**src/rtl/ripple_mon_pkg.sv**
```systemverilog
// rtl/ripple_mon_pkg.sv - shared types and constants for the ripple counter monitor
package ripple_mon_pkg;

    typedef enum logic [1:0] {
        INIT  = 2'd0,
        TRACK = 2'd1,
        ERROR = 2'd2
    } mon_state_t;

    localparam int WIDTH_DEFAULT = 4;
    localparam int WRAP_CNT_W    = 8;

endpackage

```
**src/rtl/sync_stable_filter.sv**
```systemverilog
// rtl/sync_stable_filter.sv - two-flop synchronizer plus run-length filter that strobes settled values
module sync_stable_filter
    import ripple_mon_pkg::*;
#(
    parameter int WIDTH         = WIDTH_DEFAULT,
    parameter int STABLE_CYCLES = 2
) (
    input  logic             clk,
    input  logic             rst_n,
    input  logic [WIDTH-1:0] cnt_in,
    input  logic [WIDTH-1:0] cur,
    input  logic             track_init,
    output logic             acc,
    output logic [WIDTH-1:0] acc_val
);

    localparam int RUN_W = $clog2(STABLE_CYCLES + 1);
    localparam logic [RUN_W-1:0] RUN_MAX = RUN_W'(STABLE_CYCLES);

    logic [WIDTH-1:0] s1;
    logic [WIDTH-1:0] s2;
    logic [WIDTH-1:0] cand;
    logic [RUN_W-1:0] run;

    always_ff @(posedge clk) begin
        if (!rst_n) begin
            s1   <= '0;
            s2   <= '0;
            cand <= '0;
            run  <= '0;
        end else begin
            s1 <= cnt_in;
            s2 <= s1;
            if (s2 != cand) begin
                cand <= s2;
                run  <= RUN_W'(1);
            end else if (run != RUN_MAX) begin
                run <= run + RUN_W'(1);
            end
        end
    end

    // A return to the value already published is not an event, except right after reset.
    generate
        if (STABLE_CYCLES == 1) begin : g_single
            assign acc     = (s2 != cand) && (track_init || (s2 != cur));
            assign acc_val = s2;
        end else begin : g_multi
            assign acc     = (s2 == cand) && (run == RUN_W'(STABLE_CYCLES - 1))
                             && (track_init || (cand != cur));
            assign acc_val = cand;
        end
    endgenerate

endmodule

```
**src/rtl/ripple_count_monitor.sv**
```systemverilog
// rtl/ripple_count_monitor.sv - publishes settled ripple counter values and classifies each transition
module ripple_count_monitor
    import ripple_mon_pkg::*;
#(
    parameter int WIDTH         = WIDTH_DEFAULT,
    parameter int STABLE_CYCLES = 2
) (
    input  logic                  clk,
    input  logic                  rst_n,
    input  logic [WIDTH-1:0]      cnt_in,
    input  logic                  up,
    input  logic                  clr_err,
    output logic [WIDTH-1:0]      cnt_out,
    output logic                  cnt_valid,
    output logic                  step_up,
    output logic                  step_dn,
    output logic                  wrap,
    output logic                  dir_err,
    output logic                  skip_err,
    output logic [WRAP_CNT_W-1:0] wrap_count
);

    localparam logic [WIDTH-1:0] ONE = WIDTH'(1);
    localparam logic [WIDTH-1:0] MAX = '1;

    mon_state_t            state;
    mon_state_t            state_nx;
    logic                  acc;
    logic [WIDTH-1:0]      acc_val;
    logic [WIDTH-1:0]      delta;
    logic                  skip_nx;
    logic                  su_nx;
    logic                  sd_nx;
    logic                  wr_nx;
    logic                  de_nx;
    logic [WRAP_CNT_W-1:0] wc_nx;

    sync_stable_filter #(
        .WIDTH         (WIDTH),
        .STABLE_CYCLES (STABLE_CYCLES)
    ) u_filter (
        .clk        (clk),
        .rst_n      (rst_n),
        .cnt_in     (cnt_in),
        .cur        (cnt_out),
        .track_init (state == INIT),
        .acc        (acc),
        .acc_val    (acc_val)
    );

    assign delta = acc_val - cnt_out;

    always_comb begin
        state_nx = state;
        skip_nx  = skip_err;
        su_nx    = 1'b0;
        sd_nx    = 1'b0;
        wr_nx    = 1'b0;
        de_nx    = 1'b0;
        wc_nx    = wrap_count;
        case (state)
            INIT: begin
                if (acc) state_nx = TRACK;
            end
            TRACK: begin
                if (acc) begin
                    if (delta == ONE) begin
                        su_nx = 1'b1;
                        de_nx = !up;
                        wr_nx = (cnt_out == MAX);
                    end else if (delta == MAX) begin
                        sd_nx = 1'b1;
                        de_nx = up;
                        wr_nx = (cnt_out == '0);
                    end else begin
                        skip_nx  = 1'b1;
                        state_nx = ERROR;
                    end
                end
            end
            ERROR: begin
                // Acceptances here only republish the value; the clear wins over any new skip.
                if (clr_err) begin
                    skip_nx  = 1'b0;
                    state_nx = TRACK;
                end
            end
            default: state_nx = INIT;
        endcase
        if (wr_nx && (wrap_count != '1)) wc_nx = wrap_count + WRAP_CNT_W'(1);
    end

    always_ff @(posedge clk) begin
        if (!rst_n) begin
            state      <= INIT;
            cnt_out    <= '0;
            cnt_valid  <= 1'b0;
            step_up    <= 1'b0;
            step_dn    <= 1'b0;
            wrap       <= 1'b0;
            dir_err    <= 1'b0;
            skip_err   <= 1'b0;
            wrap_count <= '0;
        end else begin
            state      <= state_nx;
            cnt_valid  <= acc;
            step_up    <= su_nx;
            step_dn    <= sd_nx;
            wrap       <= wr_nx;
            dir_err    <= de_nx;
            skip_err   <= skip_nx;
            wrap_count <= wc_nx;
            if (acc) cnt_out <= acc_val;
        end
    end

endmodule

```
**config.mk**
```make
export PLATFORM = sky130hd
export DESIGN_NAME = ripple_count_monitor
export DESIGN_NICKNAME = d
export VERILOG_FILES = /design/src/rtl/ripple_mon_pkg.sv /design/src/rtl/sync_stable_filter.sv /design/src/rtl/ripple_count_monitor.sv
export SDC_FILE = /design/constraint.sdc
export NUM_CORES = 1
export LEC_CHECK = 0
export CAP_MARGIN = 20
export CORE_MARGIN = 5
export CORE_UTILIZATION = 45
export DETAILED_ROUTE_END_ITERATION = 6
export PLACE_DENSITY = 0.7
export SYNTH_ARGS = -nofsm -noshare
export SYNTH_HDL_FRONTEND = slang
export SYNTH_SLANG_ARGS = --single-unit
```
**constraint.sdc**
```tcl
create_clock -name clk -period 3.5 [get_ports clk]
set_clock_uncertainty 0.1 [all_clocks]
set_input_delay 0.7 -clock clk [delete_from_list [all_inputs] [get_ports clk]]
set_output_delay 0.7 -clock clk [all_outputs]
set_load 0.005 [all_outputs]
```
==> Flow_metrics.wiki, run 1 <==
{| class="wikitable"
! Metric !! Value
|-
| Outcome || finished clean
|-
| Antenna violations before repair || 0
|-
| Total standard cell area after synthesis || 1500 sq um
|-
| Upper clock frequency limit || 0.347 GHz
|-
| Final worst path period need || 2880 ps
|-
| Worst relative slew slack || 66.0%
|-
| Number of instances in the synthesized netlist || 159
|-
| Standard-cell rows || 21
|-
| Unrepaired setup endpoints after global routing || no
|-
| Power per cell area || 409 nW/um^2
|-
| Highest-utilization routing layer at the global route stage || met2
|-
| Clock Latency Late Sink || 340 ps
|-
| Seq/Total Area, Yosys || 45.3%
|-
| Setup crit end kind || flop
|-
| Die outline area || 4600 sq um
|-
| Kind of critical path || flop to flop
|-
| Number of flops mapped to enable cells by yosys || 0
|-
| Number of synthesis warnings || 0
|-
| Die height || 67.8 microns
|-
| Number of filler instances in the final layout || 301
|-
| RR Startpoint || cnt_out[0]
|-
| TritonCTS Sinks || 34
|-
| Area inside the core boundary || 3280 sq um
|-
| Routed wire length || 2.86 mm
|-
| Worst reg2reg setup slack || 620 ps
|-
| Top cell type's share of synthesized area || 45.3%
|-
| Ys async rst share || 0%
|-
| Number of buffers inserted to repair setup after CTS || 0
|-
| Die width || 67.8 microns
|-
| Number of hold violations in the final report || 0
|-
| Number of library cell types mapped by synthesis || 36
|-
| Iteration-0 DRC Markers || 64
|-
| Placement Cell Area || 1790 sq um
|-
| Sum of negative setup slack || 0 ps
|-
| Worst Tran Pin Value || 509 ps
|-
| End of the worst register-to-register path || wrap_count[6]
|-
| Required time reported for the critical path endpoint || 3660 ps
|-
| Layout cell share with drive strength beyond 1 || 7.94%
|-
| Max-slew violations || 0
|-
| Met3 GRT Util || 5.58%
|-
| CTS Root Buffer Type || sky130_fd_sc_hd__clkbuf_4
|-
| Cell taking the most area after synthesis || sky130_fd_sc_hd__dfxtp_1
|-
| Post-detailed-placement half-perimeter wirelength || 2.13 mm
|-
| Cell types with the largest area share after synthesis || sky130_fd_sc_hd__dfxtp_1, sky130_fd_sc_hd__and2_1, sky130_fd_sc_hd__ha_1
|-
| Number of antenna diodes || 0
|-
| Setup violators final || 0
|-
| Port-buffer cells || 25
|-
| Worst Reg2Reg Path Length in Cells || 9
|-
| Final core area utilization || 57.1%
|-
| Top_reg_cell synth || sky130_fd_sc_hd__dfxtp_1
|-
| M2 GR Usage || 22.8%
|-
| H-tree levels || 2
|-
| Net count, final || 203
|-
| Synth-to-layout area growth || 24.7%
|-
| Arrival time at the worst endpoint || 3050 ps
|-
| Global-route congestion overflow total || 0
|-
| Worst Hold Class || flop to flop
|-
| TritonCTS Buffers || 5
|-
| Max-cap viol count || 0
|-
| Global router's overall resource usage || 14.6%
|-
| Cts hold-fix bufs || 0
|-
| Worst-case clock buffer depth || 2
|-
| Wire length of the first global-routing pass || 4.99 mm
|-
| Worst setup startpoint || cnt_out[0]
|-
| Kind of start point of the critical path || flop
|-
| Remaining antenna violation count after routing || 0
|-
| Highest fanout seen on the critical path || 15
|-
| Timing endpoint of the critical path || wrap_count[6]
|-
| Clock edge transition at the registers on the reported setup and hold paths || 110 ps
|-
| Final weighted congestion of routability-driven global placement || 0.816
|-
| Starting Density || 45.8%
|-
| Vias per inst || 5.10
|-
| Leakage dissipation || 0.701 nW
|-
| Count of TritonRoute iterations in the first routing pass || 4
|-
| CTS tree || done
|-
| Layout Cell Area excl Fill || 1880 sq um
|-
| Largest net degree at the start of global routing || 18
|-
| GR Layer Usage met1 || 18.2%
|-
| Final worst-path cycle share || 82.3%
|-
| Detailed-route wire length per cell || 12.2 microns
|-
| Number of gates given a new drive strength after cts || 0
|-
| Post-synthesis register bit count || 34
|-
| Net count after synthesis || 174
|-
| Top-level I/O count || 26
|-
| Mean instance size in the synthesized netlist || 9.46 sq um
|-
| Total via count after detailed routing || 1198
|-
| Remaining routing DRC violations || 0
|-
| Maximum vdd ir drop || 0.000236 V
|-
| Vias in the first global route || 1093
|}
## layout by cell type, fill, tap and decap left out
cell type / count
sky130_fd_sc_hd__clkdlybuf4s50_1: 25
sky130_fd_sc_hd__o2111ai_1: 1
sky130_fd_sc_hd__nand3b_1: 1
sky130_fd_sc_hd__nor4_1: 1
sky130_fd_sc_hd__a2111o_1: 1
sky130_fd_sc_hd__o2111ai_4: 1
sky130_fd_sc_hd__a21oi_1: 9
sky130_fd_sc_hd__and2_1: 12
sky130_fd_sc_hd__o21ai_0: 4
sky130_fd_sc_hd__and3b_1: 2
sky130_fd_sc_hd__nor3_1: 1
sky130_fd_sc_hd__dfxtp_1: 34
sky130_fd_sc_hd__buf_4: 1
sky130_fd_sc_hd__mux2i_1: 3
sky130_fd_sc_hd__ha_1: 6
sky130_fd_sc_hd__nand3_1: 7
sky130_fd_sc_hd__fa_1: 1
sky130_fd_sc_hd__inv_1: 10
sky130_fd_sc_hd__nor2b_1: 1
sky130_fd_sc_hd__nand2_1: 12
sky130_fd_sc_hd__clkbuf_4: 5
sky130_fd_sc_hd__nor4_4: 1
sky130_fd_sc_hd__and3_1: 1
sky130_fd_sc_hd__a21o_1: 1
sky130_fd_sc_hd__nand4_1: 4
sky130_fd_sc_hd__or3_1: 7
sky130_fd_sc_hd__or4_4: 1
sky130_fd_sc_hd__xor2_1: 8
sky130_fd_sc_hd__bufinv_16: 1
sky130_fd_sc_hd__a22oi_1: 1
sky130_fd_sc_hd__o21ai_1: 5
sky130_fd_sc_hd__a31o_2: 1
sky130_fd_sc_hd__clkinvlp_4: 2
sky130_fd_sc_hd__o211a_1: 1
sky130_fd_sc_hd__a21oi_4: 1
sky130_fd_sc_hd__nor2_1: 14
sky130_fd_sc_hd__nor4b_1: 1
sky130_fd_sc_hd__mux2_2: 1
## cells by family after synthesis
| kind of cell | after synthesis | synth area share, % |
|---|---|---|
| AO/OA/AOI/OAI | 26 | 12.4 |
| XOR/XNOR | 8 | 4.66 |
| multiplexers | 4 | 2.75 |
| buffers and inverters | 14 | 4.24 |
| adder cells (fa/ha/maj) | 7 | 6.32 |
| flip-flops | 34 | 45.3 |
| AND/OR/NAND/NOR | 66 | 24.4 |
## per-stage QoR
step	setup WS, ps	cells	power, W	hold slack, ps
3_3_place_gp	754	227	0.000485	319
5_1_grt	409	235	0.000803	369
6_report	620	235	0.000766	345
2_1_floorplan	815	159	0.000465	312
3_5_place_dp	657	227	0.000487	323
4_1_cts	617	235	0.000775	350
## synthesized netlist by cell type (2+ instances only)
master                      n
sky130_fd_sc_hd__dfxtp_1   34
sky130_fd_sc_hd__nor2_1    14
sky130_fd_sc_hd__and2_1    12
sky130_fd_sc_hd__nand2_1   12
sky130_fd_sc_hd__inv_1     10
sky130_fd_sc_hd__a21oi_1    9
sky130_fd_sc_hd__xor2_1     8
sky130_fd_sc_hd__nand3_1    7
sky130_fd_sc_hd__or3_1      7
sky130_fd_sc_hd__ha_1       6
sky130_fd_sc_hd__o21ai_1    5
sky130_fd_sc_hd__nand4_1    4
sky130_fd_sc_hd__o21ai_0    4
sky130_fd_sc_hd__mux2i_1    3
sky130_fd_sc_hd__and3b_1    2
sky130_fd_sc_hd__clkbuf_1   2
## critical path, cell delays in order, from the launching register on
cell and delay, ps:
sky130_fd_sc_hd__dfxtp_1 410, sky130_fd_sc_hd__ha_1 180, sky130_fd_sc_hd__inv_1 50, sky130_fd_sc_hd__fa_1 370, sky130_fd_sc_hd__xor2_1 200, sky130_fd_sc_hd__or4_4 510
sky130_fd_sc_hd__a21oi_4 170, sky130_fd_sc_hd__o2111ai_4 240, sky130_fd_sc_hd__or3_1 430, sky130_fd_sc_hd__a21oi_1 150
## flip-flops by register name, indices dropped and copies added (netlist names)
name and flops:
wrap_count 8, cnt_out 4, u_filter.acc_val 4, u_filter.s1 4, u_filter.s2 4, state 2
u_filter.run 2, cnt_valid 1, dir_err 1, skip_err 1, step_dn 1, step_up 1
wrap 1
## routing by layer
layer / up-vias / wire, microns
met5: - / 0
li1: 609 / -
met3: 6 / 146
met2: 25 / 1360
met4: 0 / 35
met1: 558 / 1320
## how the worst min path moves through the flow
stage	slack [ps]	startpoint	to	cells past startpoint
CTS	350	u_filter.s1[0]	u_filter.s2[0]	1
floorplan	310	u_filter.s1[0]	u_filter.s2[0]	1
finish	350	u_filter.s1[0]	u_filter.s2[0]	1
global placement	320	u_filter.s1[1]	u_filter.s2[1]	1
detailed placement	320	u_filter.s1[0]	u_filter.s2[0]	1
global route	370	u_filter.s1[0]	u_filter.s2[0]	1
## power by group
group          leakage [nW]  internal [W]  switching, W
logic                 0.387     0.0000340     0.0000377
clock network        0.0374      0.000150      0.000138
registers             0.277      0.000398    0.00000831
total                 0.701      0.000582      0.000184
## layout make-up
cell class	instances	area [sq um]	share of cell area [%]
Tap cell	46	57.6	3.07
Clock inverter	3	45.0	2.40
Multi-Input combinational cell	111	759	40.5
Sequential cell	34	681	36.3
Clock buffer	5	37.5	2.00
Inverter	10	37.5	2.00
Timing Repair Buffer	26	258	13.7
(Power assumes the default switching activity.)
==> run 2, diff against run 1 <==
--- a/config.mk
+++ b/config.mk
@@ -9,7 +9,7 @@
 export CORE_MARGIN = 5
 export CORE_UTILIZATION = 45
 export DETAILED_ROUTE_END_ITERATION = 6
-export PLACE_DENSITY = 0.7
+export PLACE_DENSITY = 0.72
 export SYNTH_ARGS = -nofsm -noshare
 export SYNTH_HDL_FRONTEND = slang
 export SYNTH_SLANG_ARGS = --single-unit
==> constraint.sdc (replaced) <==
create_clock -name clk -period 2.5 [get_ports clk]
set_clock_uncertainty 0.1 [all_clocks]
set_input_delay 0.5 -clock clk [delete_from_list [all_inputs] [get_ports clk]]
set_output_delay 0.5 -clock clk [all_outputs]
set_load 0.005 [all_outputs]
==> run 2 against run 1 <==
The run now ends with negative setup slack left; clock power shrank 5%; sequential power grew 40%; first-iteration DRC count grew 22%; final area grew 5.6%; via count grew 7.5%; register-to-register slack lost 680 ps; sequential share of layout area shrank 1.8 points; count of clock-buffer cells in the layout grew 2; sequential cell count is the same; largest power group unchanged; highest routed layer unchanged.
==> Flow_metrics.wiki, run 2 (synthesis gave the netlist of run 1 again) <==
{| class="wikitable"
! Metric !! Value
|-
| Vias in the first global route || 1236
|-
| Area taken by flip-flops and latches || 683 sq um
|-
| Vias per inst || 5.21
|-
| Largest net degree at the start of global routing || 18
|-
| Kind of start point of the critical path || flop
|-
| Total via count after detailed routing || 1288
|-
| Clock network fraction of design power || 28.5%
|-
| Maximum single-stage delay on the critical path || 510 ps
|-
| Worst-case clock buffer depth || 2
|-
| Clock Latency Late Sink || 330 ps
|-
| H-tree levels || 2
|-
| Area inside the core boundary || 3280 sq um
|-
| Worst Tran Pin Value || 443 ps
|-
| Standard-cell rows || 21
|-
| Number of filler instances in the final layout || 289
|-
| Die width || 67.8 microns
|-
| Synth-to-layout area growth || 31.7%
|-
| Antenna violations before repair || 0
|-
| Upper clock frequency limit || 0.391 GHz
|-
| Total met2 wirelength after detailed routing || 1.64 mm
|-
| Die outline area || 4600 sq um
|-
| Global router's overall resource usage || 15.2%
|-
| Iteration-0 DRC Markers || 78
|-
| Setup crit end kind || flop
|-
| Routed metal-1 wire length || 1.32 mm
|-
| Remaining antenna violation count after routing || 0
|-
| TritonCTS Buffers || 5
|-
| Switching part of the total power || 25.2%
|-
| Max FFs per register || 8
|-
| Clock edge transition at the registers on the reported setup and hold paths || 90 ps
|-
| Kind of critical path || flop to flop
|-
| Port-buffer cells || 25
|-
| Fraction of power consumed by sequential logic || 59.2%
|-
| Power per cell area || 485 nW/um^2
|-
| Setup violators final || 6
|-
| Placement Cell Area || 1880 sq um
|-
| Final weighted congestion of routability-driven global placement || 0.941
|-
| Leading cell type in the layout, fill and taps excluded || sky130_fd_sc_hd__dfxtp_1
|-
| Required time reported for the critical path endpoint || 2670 ps
|-
| Most frequent cells in the layout || sky130_fd_sc_hd__dfxtp_1, sky130_fd_sc_hd__clkdlybuf4s50_1, sky130_fd_sc_hd__nor2_1, sky130_fd_sc_hd__buf_4
|-
| Leakage dissipation || 0.755 nW
|-
| Number of hold violations in the final report || 0
|-
| Area of the multi-input gates || 810 sq um
|-
| Uppermost signal routing layer after detailed routing || met4
|-
| Count of TritonRoute iterations in the first routing pass || 4
|-
| Series of cell instances along the critical path || inv_2, ha_4, inv_2, fa_2, or4_4, a21oi_4, o2111ai_4, or3_4, a21oi_2
|-
| Fin cells || 247
|-
| Max-cap viol count || 0
|-
| Layout Cell Area excl Fill || 1980 sq um
|-
| Net count, final || 216
|-
| Unrepaired setup endpoints after global routing || yes
|-
| Arrival time at the worst endpoint || 2730 ps
|-
| Source of the worst hold timing path || u_filter.s1[1]
|-
| Number of antenna diodes || 0
|-
| Global-route congestion overflow total || 0
|-
| TritonCTS Sinks || 34
|-
| Max-slew violations || 0
|-
| Logic pwr share || 12.3%
|-
| Most flops, register || wrap_count
|-
| Hold Path Stages || 1
|-
| CTS tree || done
|-
| Crit path max-delay cell type || sky130_fd_sc_hd__or4_4
|-
| Remaining routing DRC violations || 0
|-
| Sw Pwr || 0.000242 W
|-
| RR Startpoint || u_filter.acc_val[0]
|-
| Worst Hold Class || flop to flop
|-
| End of the worst register-to-register path || wrap_count[7]
|-
| Final worst-path cycle share || 102%
|-
| Top-level I/O count || 26
|-
| Worst relative slew slack || 70.4%
|-
| Number of placed cells counting well taps || 237
|-
| Worst hold path endpoint || u_filter.s2[1]
|-
| Post-detailed-placement half-perimeter wirelength || 2.39 mm
|-
| Most Frequent Cell on Critical Path || sky130_fd_sc_hd__inv_2
|-
| Detailed-route wire length per cell || 13.2 microns
|-
| Layout cell share with drive strength beyond 1 || 17.9%
|-
| Wire length of the first global-routing pass || 5.19 mm
|-
| Starting Density || 45.8%
|-
| P_int || 0.000719 W
|-
| Met3 wire length || 183 microns
|-
| Maximum vdd ir drop || 0.000268 V
|-
| Die height || 67.8 microns
|-
| Total Power Consumption || 0.000962 W
|-
| Final worst path period need || 2560 ps
|-
| CTS Root Buffer Type || sky130_fd_sc_hd__clkbuf_4
|-
| Final WS setup || -59.0 ps
|-
| Violations in the final reports || negative setup slack
|-
| Routed wire length || 3.26 mm
|-
| Worst Reg2Reg Path Length in Cells || 9
|-
| Sum of negative setup slack || -159 ps
|-
| Outcome || finished, violations left
|-
| Highest fanout seen on the critical path || 6
|-
| Worst reg2reg setup slack || -60 ps
|}
## run 2: stage by stage
stage / hold WS (ps) / setup slack, ps / util, %
detailed placement: 323 / -101 / 57.2
CTS: 344 / -89.7 / 59.7
finish: 341 / -59.0 / 60.3
global route: 349 / -137 / 60.3
floorplan: 312 / -112 / -
global placement: 316 / -35.8 / 57.2
## run 2: final cells by class
type	instances	area share, %
well taps	46	2.91
repair buffers	38	17.6
inverters	10	1.90
multi-input cells	112	40.9
clock buffers	7	2.27
flip-flops and latches	34	34.5
## run 2: worst max-delay path: cells and delay by family, from the launching register on
family                   cells  cell delay [ps]
AND/OR/NAND/NOR              2              910
adder cells (fa/ha/maj)      2              600
AO/OA/AOI/OAI                3              470
flip-flops                   1              340
buffers and inverters        2               80
## run 2: what timing repair did
| item | 4_1_cts | 5_1_grt |
|---|---|---|
| setup endpoints to repair | 7 | 8 |
| pin swaps | 8 | 4 |
| gates resized for setup | 6 | 3 |
| cloned | 1 | 0 |
| hold buffers | 0 | 0 |
| buffers inserted | 1 | 1 |
## run 2: metal layers
layer | vias up | global-route usage, %
met1 | 599 | 16.3
met4 | 0 | 8.68
li1 | 636 | -
met5 | - | 0
met3 | 15 | 5.25
met2 | 38 | 26.1
## run 2: how the worst max path moves through the flow
stage | from | endpoint | slack [ps] | depth (start not counted)
2_1_floorplan | cnt_out[0] | wrap_count[4] | -110 | 10
3_3_place_gp | u_filter.acc_val[0] | wrap_count[4] | -40 | 10
3_5_place_dp | u_filter.acc_val[0] | wrap_count[6] | -100 | 10
4_1_cts | cnt_out[0] | wrap_count[3] | -90 | 8
5_1_grt | u_filter.acc_val[0] | wrap_count[7] | -140 | 9
6_report | u_filter.acc_val[0] | wrap_count[7] | -60 | 9
## run 2: power groups by stage
stage,combinational [W],clock (W),sequential [W]
after floorplan,0.0000725,0,0.000579
after global placement,0.000109,0,0.000580
after detailed placement,0.000113,0,0.000581
after CTS,0.000118,0.000284,0.000569
after global routing,0.000129,0.000302,0.000571
final,0.000119,0.000274,0.000569
